**src/rtl/spi_pkg.sv**
```systemverilog
// Shared types and constants for the SPI master shift engine.
package spi_pkg;

  localparam int LEN_W = 16;

  localparam logic OP_READ  = 1'b0;
  localparam logic OP_WRITE = 1'b1;

  typedef enum logic [2:0] {
    IDLE,
    FETCH,
    CS_SETUP,
    SHIFT,
    PUSH,
    CS_HOLD
  } spi_state_t;

endpackage

```
**src/rtl/spi_clk_gen.sv**
```systemverilog
// SCLK generator: toggles sclk every CLK_DIV cycles while enabled and
// emits one-cycle strobes on the clk edge where sclk rises or falls.
module spi_clk_gen #(
  parameter int CLK_DIV = 4
) (
  input  logic clk,
  input  logic rst,
  input  logic en,
  output logic sclk,
  output logic rise_tick,
  output logic fall_tick
);

  localparam int CW = (CLK_DIV > 1) ? $clog2(CLK_DIV) : 1;

  logic [CW-1:0] cnt;
  logic          last;

  assign last      = (cnt == CW'(CLK_DIV - 1));
  assign rise_tick = en && last && !sclk;
  assign fall_tick = en && last && sclk;

  // Half-period counter; disabling parks sclk low and restarts the count.
  always_ff @(posedge clk or negedge rst) begin
    if (!rst) begin
      cnt  <= '0;
      sclk <= 1'b0;
    end else if (!en) begin
      cnt  <= '0;
      sclk <= 1'b0;
    end else if (last) begin
      cnt  <= '0;
      sclk <= !sclk;
    end else begin
      cnt  <= cnt + CW'(1);
    end
  end

endmodule

```
**src/rtl/spi_master_engine.sv**
```systemverilog
// SPI mode-0 master shift engine: pops TX bytes, shifts them out MSB first,
// captures MISO during the read phase and pushes bytes to the RX FIFO.
module spi_master_engine
  import spi_pkg::*;
#(
  parameter int DATA    = 8,
  parameter int CLK_DIV = 4
) (
  input  logic             clk,
  input  logic             rst,
  input  logic [LEN_W-1:0] len,
  input  logic             op,
  input  logic             work,
  output logic             busy,
  input  logic [DATA-1:0]  tx_data,
  output logic             tx_rd,
  input  logic             tx_empty,
  output logic [DATA-1:0]  rx_data,
  output logic             rx_wr,
  input  logic             rx_full,
  output logic             sclk,
  output logic             cs_n,
  output logic             mosi,
  input  logic             miso
);

  localparam int BW = $clog2(DATA);
  localparam int HW = $clog2(CLK_DIV + 1);

  spi_state_t       state, state_nx;
  logic [LEN_W-1:0] bits_left;
  logic             op_q;
  logic             rx_phase;
  logic             fetch_sub;
  logic [DATA-1:0]  sr;
  logic [DATA-1:0]  rx_sr;
  logic [DATA-1:0]  rx_hold;
  logic [BW-1:0]    bit_idx;
  logic [HW-1:0]    cnt;
  logic             rise_tick, fall_tick;
  logic             start, pop_ok, byte_end, cnt_last, cnt_end;

  assign start    = (state == IDLE) && work && (len != '0);
  assign pop_ok   = !tx_empty && ((op_q == OP_WRITE) || !rx_phase);
  assign tx_rd    = (state == FETCH) && !fetch_sub && pop_ok;
  assign byte_end = (bit_idx == BW'(DATA - 1)) || (bits_left == '0);
  assign cnt_last = (cnt == HW'(CLK_DIV - 1));
  assign cnt_end  = (cnt == HW'(CLK_DIV));
  assign busy     = (state != IDLE);
  assign mosi     = ((state == CS_SETUP) || (state == SHIFT)) ? sr[DATA-1] : 1'b0;

  spi_clk_gen #(
    .CLK_DIV(CLK_DIV)
  ) u_clk_gen (
    .clk      (clk),
    .rst      (rst),
    .en       (state == SHIFT),
    .sclk     (sclk),
    .rise_tick(rise_tick),
    .fall_tick(fall_tick)
  );

  // State register.
  always_ff @(posedge clk or negedge rst) begin
    if (!rst) state <= IDLE;
    else      state <= state_nx;
  end

  // Next-state logic; cs_n still high in FETCH marks the first byte.
  always_comb begin
    state_nx = state;
    unique case (state)
      IDLE:     if (start) state_nx = FETCH;
      FETCH: begin
        if (fetch_sub || (!pop_ok && (op_q == OP_READ)))
          state_nx = cs_n ? CS_SETUP : SHIFT;
      end
      CS_SETUP: if (cnt_last) state_nx = SHIFT;
      SHIFT: begin
        if (fall_tick && byte_end) begin
          if (rx_phase)              state_nx = PUSH;
          else if (bits_left != '0)  state_nx = FETCH;
          else                       state_nx = CS_HOLD;
        end
      end
      PUSH: begin
        if (!rx_full) state_nx = (bits_left != '0) ? FETCH : CS_HOLD;
      end
      CS_HOLD:  if (cnt_end) state_nx = IDLE;
      default:  state_nx = IDLE;
    endcase
  end

  // Cycle counter for the chip-select setup and hold windows.
  always_ff @(posedge clk or negedge rst) begin
    if (!rst)
      cnt <= '0;
    else if (((state == CS_SETUP) || (state == CS_HOLD)) && (state_nx == state))
      cnt <= cnt + HW'(1);
    else
      cnt <= '0;
  end

  // Chip select: drops one cycle into setup, rises CLK_DIV cycles into hold.
  always_ff @(posedge clk or negedge rst) begin
    if (!rst)
      cs_n <= 1'b1;
    else if (state == CS_SETUP)
      cs_n <= 1'b0;
    else if ((state == CS_HOLD) && cnt_last)
      cs_n <= 1'b1;
  end

  // Datapath: transaction latch, byte fetch, shift/capture and RX push.
  always_ff @(posedge clk or negedge rst) begin
    if (!rst) begin
      bits_left <= '0;
      op_q      <= OP_WRITE;
      rx_phase  <= 1'b0;
      fetch_sub <= 1'b0;
      sr        <= '0;
      rx_sr     <= '0;
      rx_hold   <= '0;
      bit_idx   <= '0;
      rx_data   <= '0;
      rx_wr     <= 1'b0;
    end else begin
      rx_wr <= 1'b0;
      unique case (state)
        IDLE: begin
          if (start) begin
            bits_left <= len;
            op_q      <= op;
            rx_phase  <= 1'b0;
            fetch_sub <= 1'b0;
          end
        end
        FETCH: begin
          if (fetch_sub) begin
            sr        <= tx_data;
            bit_idx   <= '0;
            fetch_sub <= 1'b0;
          end else if (pop_ok) begin
            fetch_sub <= 1'b1;
          end else if (op_q == OP_READ) begin
            rx_phase  <= 1'b1;
            sr        <= '0;
            bit_idx   <= '0;
          end
        end
        SHIFT: begin
          if (rise_tick) begin
            rx_sr     <= {rx_sr[DATA-2:0], miso};
            bits_left <= bits_left - LEN_W'(1);
          end
          if (fall_tick) begin
            sr      <= {sr[DATA-2:0], 1'b0};
            bit_idx <= bit_idx + BW'(1);
            // Short final byte: shifting left drops stale bits and zero-pads.
            if (byte_end)
              rx_hold <= rx_sr << (BW'(DATA - 1) - bit_idx);
          end
        end
        PUSH: begin
          if (!rx_full) begin
            rx_wr   <= 1'b1;
            rx_data <= rx_hold;
          end
        end
        default: ;
      endcase
    end
  end

endmodule

```
**config.mk**
```make
export PLATFORM = sky130hd
export DESIGN_NAME = spi_master_engine
export DESIGN_NICKNAME = d
export VERILOG_FILES = /design/src/rtl/spi_pkg.sv /design/src/rtl/spi_clk_gen.sv /design/src/rtl/spi_master_engine.sv
export SDC_FILE = /design/constraint.sdc
export NUM_CORES = 1
export LEC_CHECK = 0
export BUFFER_PORTS_ARGS = -buffer_cell sky130_fd_sc_hd__buf_4
export CORE_ASPECT_RATIO = 0.9
export CORE_UTILIZATION = 36
export CTS_CLUSTER_DIAMETER = 150
export DETAILED_ROUTE_END_ITERATION = 8
export SLEW_MARGIN = 20
export SYNTH_ARGS = -nofsm -noshare
export SYNTH_HDL_FRONTEND = slang
export SYNTH_SLANG_ARGS = --single-unit
```
**constraint.sdc**
```tcl
create_clock -name clk -period 1.9 [get_ports clk]
set_input_delay 0.285 -clock clk [delete_from_list [all_inputs] [get_ports clk]]
set_output_delay 0.285 -clock clk [all_outputs]
set_load 0.01 [all_outputs]
```
==> results.tsv, run 1 <==
stage	metric	value	unit
layout	num-fill-cells	933	
logic_synthesis	synth_top_cells_by_count	dfrtp_1 (63), nand2_1 (44), mux2_1 (23), nand3_1 (18), inv_1 (16)	
sta	finalHoldViolCount	0	
power	p_per_area	1270	nW/um^2
logic_synthesis	synthTopCellsByArea	dfrtp_1 (44%), mux2_1 (7.2%), nand2_1 (4.6%), o221ai_1 (3.4%), mux4_2 (3.1%)	
logic_synthesis	ys_warn_count	0	
floorplan	rows	34	
setup_path	ff2ff_path_depth	3	
setup_path	worstReg2RegStart	bit_idx[0]	
clock_network	clock_latency	350	ps
floorplan	die_h	97.03	um
setup_path	r2r_end	rx_hold[7]	
routing	drc_errors	0	
layout	syn_to_final_growth	26.88	%
routing	dr.pass1.iters	4	
sta	max_slew_margin	64.01	%
clock_network	path_clk_slew	80	ps
logic_synthesis	syn_nets	378	
sta	finalSetupTns	0	ps
logic_synthesis	syn_avg_cell_area	10.62	um^2
routing	wl_per_cell	16.22	um
setup_path	crit_fanout	4	
layout	fin_nets	456	
flow_run	drv_cap	0	
placed_design	io_buffers	44	
sta	rsz0062_at_grt	true	
sta	fmax	534.4	MHz
logic_synthesis	synth_top_area_share	43.64	%
sta	setup_ws	28.65	ps
logic_synthesis	yosys.area.top_type	dfrtp_1	
power	p_leak	2.080	nW
layout	drive_gt1_share	30.26	%
floorplan	coreArea	9699	um^2
floorplan	pin_count	45	
global_routing	grt_pass1_vias	2917	
layout	diodes	0	
clock_network	root_buffer	clkbuf_8	
floorplan	start_util	37.24	%
logic_synthesis	async_reset_ff_share	100.0	%
sta	drv_slew	0	
worst_hold_path	hp-class	in -> reg	
setup_path	worstPathArrival	1590	ps
floorplan	dieArea	10440	um^2
sta	skew	14.31	ps
clock_network	cts-htree-levels	3	
logic_synthesis	yosysMostFrequentCell	dfrtp_1	
placed_design	dpl.hpwl	6.378	mm
setup_path	r2r_setup_slack	90	ps
global_routing	track_usage	18.29	%
setup_path	start_kind	flip-flop	
routing	viasPerCell	5.488	
logic_synthesis	netlist_instances	340	
global_routing	grt_pass1_wl	14.71	mm
clock_network	cts_buffers	9	
setup_path	critPathRequiredTime	1620	ps
outcome	status	completed	
sta	setup_viol	0	
sta	max_slew.worst_pin.slew	539.9	ps
routing	vias	3013	
global_routing	grt_overflow	0	
clock_network	clock_sinks	65	
routing	wl	8.906	mm
logic_synthesis	synth_edf_count	0	
clock_network	clk_path_buf_depth	2	
logic_synthesis	synth_cell_type_count	64	
floorplan	die_w	107.6	um
global_routing	grt_max_degree	40	
layout	fin_util	47.25	%
logic_synthesis	seq_area_frac_synth	45.10	%
clock_network	cts_tree	yes	
sta	fin_crit	1871	ps
worst_hold_path	hold_path_depth	3	
power	finalPower	5.822	mW
worst_hold_path	hp-start	miso	
sta	period_share	98.49	%
setup_path	critPathCaptureType	primary output	
logic_synthesis	synth_ff_type	dfrtp_1	
placed_design	pre_cts_ws	-32.25	ps
worst_hold_path	hold_end	rx_sr[0]	
global_routing	antenna_found_initial	0	
placed_design	dpl_cell_area	4290	um^2
logic_synthesis	ys_ff_latch	65	
layout	final_area	4583	um^2
routing	ant_nets	0	
placed_design	gp_congestion	0.8420	
routing	drt-initial-drc-count	116	
power	ir_drop	0.5578	mV
setup_path	critical_path_class	reg -> out	
logic_synthesis	synth_area	3612	um^2
## logic make-up (layout without fill, tap and decap cells)
kind of cell | after synthesis | count (layout) | share of synthesized area [%]
simple gates | 123 | 123 | 18.18
compound gates | 70 | 70 | 15.17
flops | 65 | 65 | 45.10
mux | 40 | 40 | 14.37
buf+inv | 34 | 117 | 4.503
fa+ha+maj | 7 | 7 | 2.425
xor+xnor | 1 | 1 | 0.2425
## sequential cells by signal (all words and copies together), names as in the netlist
name and cells:
cs_n 1, rx_sr 8, rx_phase 1, rx_wr 1, op_q 1, u_clk_gen.cnt 2
rx_hold 8, rx_data 8, sr 8, u_clk_gen.sclk 1, state 3, fetch_sub 1
bit_idx 3, bits_left 16, cnt 3
## stage by stage
stage | cells | hold slack [ps]
after detailed placement | 526 | 298.4
after global placement | 526 | 285.7
after global routing | 549 | 150.4
after floorplan | 340 | -10.59
after CTS | 544 | 126.2
final | 549 | 141.0
## where the power goes
group,switching (mW),internal [mW],total [mW]
Clock,0.568,0.643,1.21
Combinational,1.33,1.22,2.55
Sequential,0.344,1.71,2.06
## final cells by class
class / count / area (um^2) / area share [%]
clock buffers: 10 / 137.6 / 3.003
repair buffers: 85 / 678.2 / 14.80
well taps: 126 / 157.7 / 3.440
clock inverters: 6 / 65.06 / 1.420
multi-input cells: 241 / 1854 / 40.46
inverters: 16 / 60.06 / 1.310
flip-flops and latches: 65 / 1630 / 35.57
## per-layer routing
metal | routed length (um) | GRT usage (%) | share of wire (%)
met4 | 119 | 5.690 | 1.3
met3 | 384 | 4.313 | 4.3
met1 | 4127 | 24.82 | 46
met2 | 4276 | 28.70 | 48
met5 | 0 | 0 | 0
## how the worst max path moves through the flow
stage,start,end,slack [ps],cells past startpoint
after floorplan,bits_left[2],rx_hold[1],90,6
after global routing,state[2],tx_rd,-50,3
after global placement,bits_left[0],rx_hold[5],90,6
after CTS,state[2],tx_rd,-20,3
after detailed placement,bits_left[0],rx_hold[0],-30,7
final,state[2],tx_rd,30,3
## placed cells by master (no fill, tap or decap), types with 10 or more instances in the layout
master,count
inv_1,16
nand3_1,18
buf_4,81
clkbuf_8,10
o221ai_1,14
nor2_1,12
dfrtp_1,62
nand2_1,44
mux2_1,23
## worst max-delay path: stages, from the launching register on
cell       delay (ps)
dfrtp_2           430
or3b_4            410
a2111oi_4         220
buf_4             180
## timing repair
item / in CTS / in global routing
hold buffers: 1 / 0
setup buffers: 1 / 5
pin swaps: 0 / 2
endpoints found under the hold margin: 38 / 0
resized for setup: 3 / 4
setup endpoints to repair: 4 / 12
(Power assumes the default switching activity.)
==> inputs of run 2 (changes only) <==
- PLACE_DENSITY: not set -> 0.59
==> run 2 against run 1 <==
Routed wire length is 2.7% lower. Utilization fell by 0.31 points. Fmax down 0.36%. Critical endpoint unchanged. First-iteration DRC count up 31%. Critical path depth unchanged. Sequential cell count unchanged. Sequential power is essentially flat.
==> results.tsv, run 2 (synthesis results as in run 1) <==
stage	metric	value	unit	change
floorplan	pin_count	45		unchanged
clock_network	path_clk_slew	80	ps	about the same
power	ir_drop	0.4003	mV	was 0.5578 mV
sta	max_slew.worst_pin.slew	495.3	ps	was 539.9 ps
outcome	status	completed		unchanged
setup_path	start_kind	flip-flop		unchanged
clock_network	cts_tree	yes		unchanged
global_routing	antenna_found_initial	0		unchanged
clock_network	clock_latency	350	ps	about the same
setup_path	critPathCaptureType	primary output		unchanged
clock_network	cts-htree-levels	3		unchanged
power	p_sw_share	38.83	%	was 38.50%
setup_path	ff2ff_path_depth	4		was 3
sta	rsz0062_at_grt	true		unchanged
floorplan	start_util	37.24	%	unchanged
clock_network	root_buffer	clkbuf_8		unchanged
layout	mostFrequentLayoutCell	buf_4		unchanged
worst_hold_path	hold_path_depth	3		unchanged
setup_path	crit_start	state[0]		was state[2]
layout	final_cell_mix	buf_4 (81), dfrtp_1 (60), nand2_1 (44), mux2_1 (23), nand3_1 (18)		was buf_4 (81), dfrtp_1 (62), nand2_1 (44), mux2_1 (23), nand3_1 (18)
setup_path	worstReg2RegStart	bits_left[2]		was bit_idx[0]
worst_hold_path	hp-class	in -> reg		unchanged
power	p_clk_share	20.9	%	was 20.8%
global_routing	grt_overflow	0		unchanged
routing	drc_errors	0		unchanged
sta	fin_crit	1878	ps	was 1871 ps
layout	syn_to_final_growth	26.05	%	was 26.88%
sta	finalHoldViolCount	0		unchanged
power	power_switching	2.244	mW	was 2.241 mW
worst_hold_path	hold_end	rx_sr[0]		unchanged
layout	top_register	bits_left		unchanged
setup_path	critPathRequiredTime	1620	ps	about the same
placed_design	dpl.hpwl	6.294	mm	was 6.378 mm
routing	dr.pass1.iters	5		was 4
setup_path	crit_chain	or3b_4 > a2111oi_4 > buf_4		unchanged
power	sequentialPowerShare	35.6	%	was 35.3%
global_routing	grt_max_degree	38		was 40
routing	viasPerCell	5.461		was 5.488
sta	drv_slew	0		unchanged
routing	vias	2987		was 3013
setup_path	max_stage_delay	420	ps	was 430 ps
floorplan	die_h	97.03	um	unchanged
power	p_leak	2.065	nW	was 2.080 nW
setup_path	r2r_end	bits_left[10]		was rx_hold[7]
sta	fmax	532.4	MHz	was 534.4 MHz
placed_design	pre_cts_ws	36.06	ps	was -32.25 ps
layout	drive_gt1_share	30.40	%	was 30.26%
setup_path	worstPathArrival	1590	ps	about the same
clock_network	clock_sinks	65		unchanged
floorplan	die_w	107.6	um	unchanged
flow_run	drv_cap	0		unchanged
sta	setup_ws	21.83	ps	was 28.65 ps
global_routing	track_usage	17.82	%	was 18.29%
routing	wl_per_cell	15.84	um	was 16.22 um
floorplan	rows	34		unchanged
power	p_per_area	1269	nW/um^2	was 1270 nW/um^2
setup_path	r2r_setup_slack	110	ps	was 90 ps
layout	num-fill-cells	922		was 933
placed_design	io_buffers	44		unchanged
setup_path	slowest_stage	dfrtp_2		unchanged
layout	largest_reg_flops	16		unchanged
setup_path	critical_path_class	reg -> out		unchanged
sta	max_slew_margin	66.98	%	was 64.01%
sta	period_share	98.85	%	was 98.49%
sta	setup_viol	0		unchanged
worst_hold_path	hp-start	miso		unchanged
layout	fin_util	46.94	%	was 47.25%
routing	wl	8.662	mm	was 8.906 mm
layout	diodes	0		unchanged
placed_design	gp_congestion	0.8300		was 0.8420
global_routing	grt_pass1_vias	2919		was 2917
routing	ant_nets	0		unchanged
routing	drt-initial-drc-count	152		was 116
setup_path	crit_fanout	6		was 4
layout	fin_nets	454		was 456
power	p_comb_share	43.5	%	was 43.8%
sta	skew	11.67	ps	was 14.31 ps
clock_network	clk_path_buf_depth	2		unchanged
floorplan	coreArea	9699	um^2	unchanged
clock_network	cts_buffers	9		unchanged
floorplan	dieArea	10440	um^2	unchanged
power	internal-power	3.535	mW	was 3.581 mW
global_routing	grt_pass1_wl	14.46	mm	was 14.71 mm
## run 2: cell type report
class	instances	area (um^2)	share of cell area, %
Multi-Input combinational cell	241	1863	40.92
Sequential cell	65	1633	35.86
Timing Repair Buffer	83	638.1	14.01
Tap cell	126	157.7	3.462
Clock buffer	9	123.9	2.721
Clock inverter	7	77.57	1.704
Inverter	16	60.06	1.319
## run 2: metrics by stage
step	setup TNS, ps	hold slack (ps)	area (um^2)	instances	power (mW)
after floorplan	0	-10.59	3612	340	3.683
after global placement	0	283.3	4265	526	4.466
after detailed placement	0	288.2	4265	526	4.508
after CTS	0	120.6	4517	546	5.772
after global routing	-48.28	135.0	4553	547	6.210
final	0	132.6	4553	547	5.778
## run 2: metal layers
layer / vias to the layer above / part of all wire (%) / global-route usage [%]
met2: 104 / 47 / 27.61
met5: - / 0 / 0
met3: 9 / 6.2 / 4.987
li1: 1445 / - / -
met1: 1429 / 46 / 24.47
met4: 0 / 0.81 / 4.426
## run 2: worst max-delay path, delay by kind of cell (launching register included)
| kind | cells | cell delay (ps) |
|---|---|---|
| flip-flops | 1 | 420 |
| AND/OR/NAND/NOR | 1 | 420 |
| AO/OA/AOI/OAI | 1 | 220 |
| buffers and inverters | 1 | 180 |
## run 2: what timing repair did
action                                 4_1_cts  5_1_grt
setup endpoints to repair                    1       25
setup buffers                                3        1
endpoints found under the hold margin       34        0
hold buffers                                 1        0
gates resized for setup                      4        6
## run 2: how the worst max path moves through the flow
stage                       to  slack (ps)  cells past startpoint
finish                   tx_rd          20                      3
global route             tx_rd         -50                      3
CTS                      tx_rd           2                      3
detailed placement  rx_hold[0]          40                      7
global placement    rx_hold[0]         100                      7
floorplan           rx_hold[1]          90                      6
## run 2: power groups by stage
stage	sequential, mW	combinational (mW)	clock [mW]
2_1_floorplan	1.97	1.71	0
3_3_place_gp	2.06	2.41	0
3_5_place_dp	2.08	2.43	0
4_1_cts	2.05	2.49	1.23
5_1_grt	2.11	2.80	1.30
6_report	2.06	2.52	1.21
==> inputs of run 3 (changes only) <==
--- a/config.mk
+++ b/config.mk
@@ -8,2 +8,3 @@
 export BUFFER_PORTS_ARGS = -buffer_cell sky130_fd_sc_hd__buf_4
+export CAP_MARGIN = 10
 export CORE_ASPECT_RATIO = 0.9
@@ -13,2 +14,3 @@
 export PLACE_DENSITY = 0.59
+export REMOVE_ABC_BUFFERS = 1
 export SLEW_MARGIN = 20
--- a/constraint.sdc
+++ b/constraint.sdc
@@ -3,2 +3,2 @@
 set_output_delay 0.285 -clock clk [all_outputs]
-set_load 0.01 [all_outputs]
+set_load 0.005 [all_outputs]
==> run 3 against run 2 <==
The run now ends with negative setup slack left. First-iteration DRC count grew 15%. Utilization up 0.80 points. Clock skew fell by 3.4 ps. Clock power rose by 9.9%. Cell area is 1.7% higher. Combinational power grew 6%. Register-to-register slack lost 40 ps. Routed wire length grew 2.7%.
==> results.tsv, run 3 (synthesis results as in run 1) <==
stage	metric	value	unit	change
layout	final_cell_mix	buf_4 (78), dfrtp_1 (63), nand2_1 (44), mux2_1 (23), nand3_1 (18)		was buf_4 (81), dfrtp_1 (60), nand2_1 (44), mux2_1 (23), nand3_1 (18)
floorplan	dieArea	10440	um^2	unchanged
clock_network	cts_buffers	9		unchanged
layout	fin_util	47.74	%	was 46.94%
clock_network	clock_sinks	65		unchanged
sta	period_share	105.1	%	was 98.85%
worst_hold_path	hold_path_depth	3		unchanged
layout	largest_reg_flops	16		unchanged
sta	max_slew.worst_pin.slew	728.1	ps	was 495.3 ps
global_routing	grt_overflow	0		unchanged
setup_path	worstPathArrival	1710	ps	was 1590 ps
floorplan	die_h	97.03	um	unchanged
sta	finalHoldViolCount	0		unchanged
layout	drive_gt1_share	30.50	%	was 30.40%
clock_network	cts_tree	yes		unchanged
layout	syn_to_final_growth	28.20	%	was 26.05%
layout	mostFrequentLayoutCell	buf_4		unchanged
power	p_leak	2.103	nW	was 2.065 nW
global_routing	track_usage	18.01	%	was 17.82%
outcome	status	complete, but fails checks		was completed
placed_design	dpl.hpwl	6.373	mm	was 6.294 mm
setup_path	ff2ff_path_depth	6		was 4
global_routing	grt_pass1_vias	2839		was 2919
sta	finalSetupTns	-96.67	ps	was 0 ps
sta	fin_hold_ws	123.2	ps	was 132.6 ps
global_routing	grt_pass1_wl	14.59	mm	was 14.46 mm
routing	vias	2991		was 2987
sta	setup_ws	-96.67	ps	was 21.83 ps
routing	drc_errors	0		unchanged
power	p_per_area	1310	nW/um^2	was 1269 nW/um^2
routing	wl	8.896	mm	was 8.662 mm
clock_network	clock_latency	350	ps	about the same
setup_path	critical_path_class	reg -> out		unchanged
global_routing	grt_max_degree	34		was 38
routing	dr.pass1.iters	5		unchanged
routing	ant_nets	0		unchanged
worst_hold_path	hold_end	rx_sr[0]		unchanged
clock_network	cts-htree-levels	3		unchanged
layout	regArea	1629	um^2	was 1633 um^2
global_routing	antenna_found_initial	0		unchanged
setup_path	worstReg2RegStart	bits_left[0]		was bits_left[2]
placed_design	io_buffers	44		unchanged
floorplan	start_util	37.24	%	unchanged
sta	skew	8.260	ps	was 11.67 ps
power	finalPower	6.064	mW	was 5.778 mW
sta	fmax	500.8	MHz	was 532.4 MHz
floorplan	coreArea	9699	um^2	unchanged
clock_network	clk_path_buf_depth	2		unchanged
layout	top_register	bits_left		unchanged
sta	rsz0062_at_grt	true		unchanged
power	ir_drop	0.5983	mV	was 0.4003 mV
layout	diodes	0		unchanged
placed_design	gp_congestion	0.8570		was 0.8300
setup_path	critPathRequiredTime	1620	ps	about the same
layout	num-fill-cells	920		was 922
setup_path	r2r_end	rx_hold[6]		was bits_left[10]
sta	fin_crit	1997	ps	was 1878 ps
flow_run	drv_cap	0		unchanged
routing	viasPerCell	5.448		was 5.461
placed_design	pre_cts_ws	-139.3	ps	was 36.06 ps
routing	drt-initial-drc-count	175		was 152
outcome	violations	negative setup slack		
routing	wl_per_cell	16.20	um	was 15.84 um
sta	drv_slew	0		unchanged
setup_path	crit_fanout	6		unchanged
setup_path	critPathCaptureType	primary output		unchanged
layout	multi_input_area	1864	um^2	was 1863 um^2
worst_hold_path	hp-class	in -> reg		unchanged
floorplan	rows	34		unchanged
setup_path	start_kind	flip-flop		unchanged
floorplan	pin_count	45		unchanged
clock_network	root_buffer	clkbuf_8		unchanged
sta	setup_viol	1		was 0
setup_path	r2r_setup_slack	70	ps	was 110 ps
layout	fin_nets	456		was 454
floorplan	die_w	107.6	um	unchanged
clock_network	path_clk_slew	80	ps	about the same
sta	max_slew_margin	51.41	%	was 66.98%
worst_hold_path	hp-start	miso		unchanged
## run 3: how the worst max path moves through the flow
stage	from	to	slack, ps	cells past startpoint
floorplan	state[0]	bits_left[1]	-550	4
finish	state[1]	tx_rd	-100	4
detailed placement	state[0]	bits_left[12]	-140	5
global route	state[1]	tx_rd	-170	4
CTS	state[1]	tx_rd	-130	4
global placement	bits_left[0]	rx_hold[7]	-110	6
## run 3: what timing repair did
| item | 4_1_cts | 5_1_grt |
|---|---|---|
| setup buffers | 0 | 2 |
| endpoints found under the setup margin | 28 | 21 |
| gates cloned | 0 | 1 |
| endpoints found under the hold margin | 31 | 0 |
| hold buffers | 1 | 0 |
| gates resized for setup | 4 | 9 |
| pin swaps | 0 | 2 |
## run 3: through the flow
| stage | std cells | cell area (um^2) |
|---|---|---|
| finish | 549 | 4631 |
| floorplan | 322 | 3510 |
| CTS | 546 | 4559 |
| global placement | 529 | 4300 |
| global route | 549 | 4631 |
| detailed placement | 529 | 4300 |
## run 3: critical path, stage by stage (launching register included)
cell and delay (ps):
dfrtp_1 400, buf_6 140, or3b_4 440, a2111oi_4 230
buf_4 170
## run 3: final cells by class
| type | count | share of cell area [%] |
|---|---|---|
| Clock buffer | 9 | 2.675 |
| Clock inverter | 7 | 2.189 |
| Inverter | 16 | 1.297 |
| Multi-Input combinational cell | 241 | 40.26 |
| Sequential cell | 65 | 35.18 |
| Tap cell | 126 | 3.404 |
| Timing Repair Buffer | 85 | 15.00 |
## run 3: layer usage
metal  vias to the layer above  GRT usage, %  part of all wire [%]
li1                       1441             -                     -
met1                      1436         26.30                    49
met2                       104         26.23                    44
met3                        10         3.976                   5.1
met4                         0         6.006                   1.5
met5                         -             0                     0
## run 3: report_power, final
| part | internal, mW | switching [mW] |
|---|---|---|
| clock | 0.752 | 0.581 |
| sequential | 1.71 | 0.335 |
| combinational | 1.31 | 1.38 |
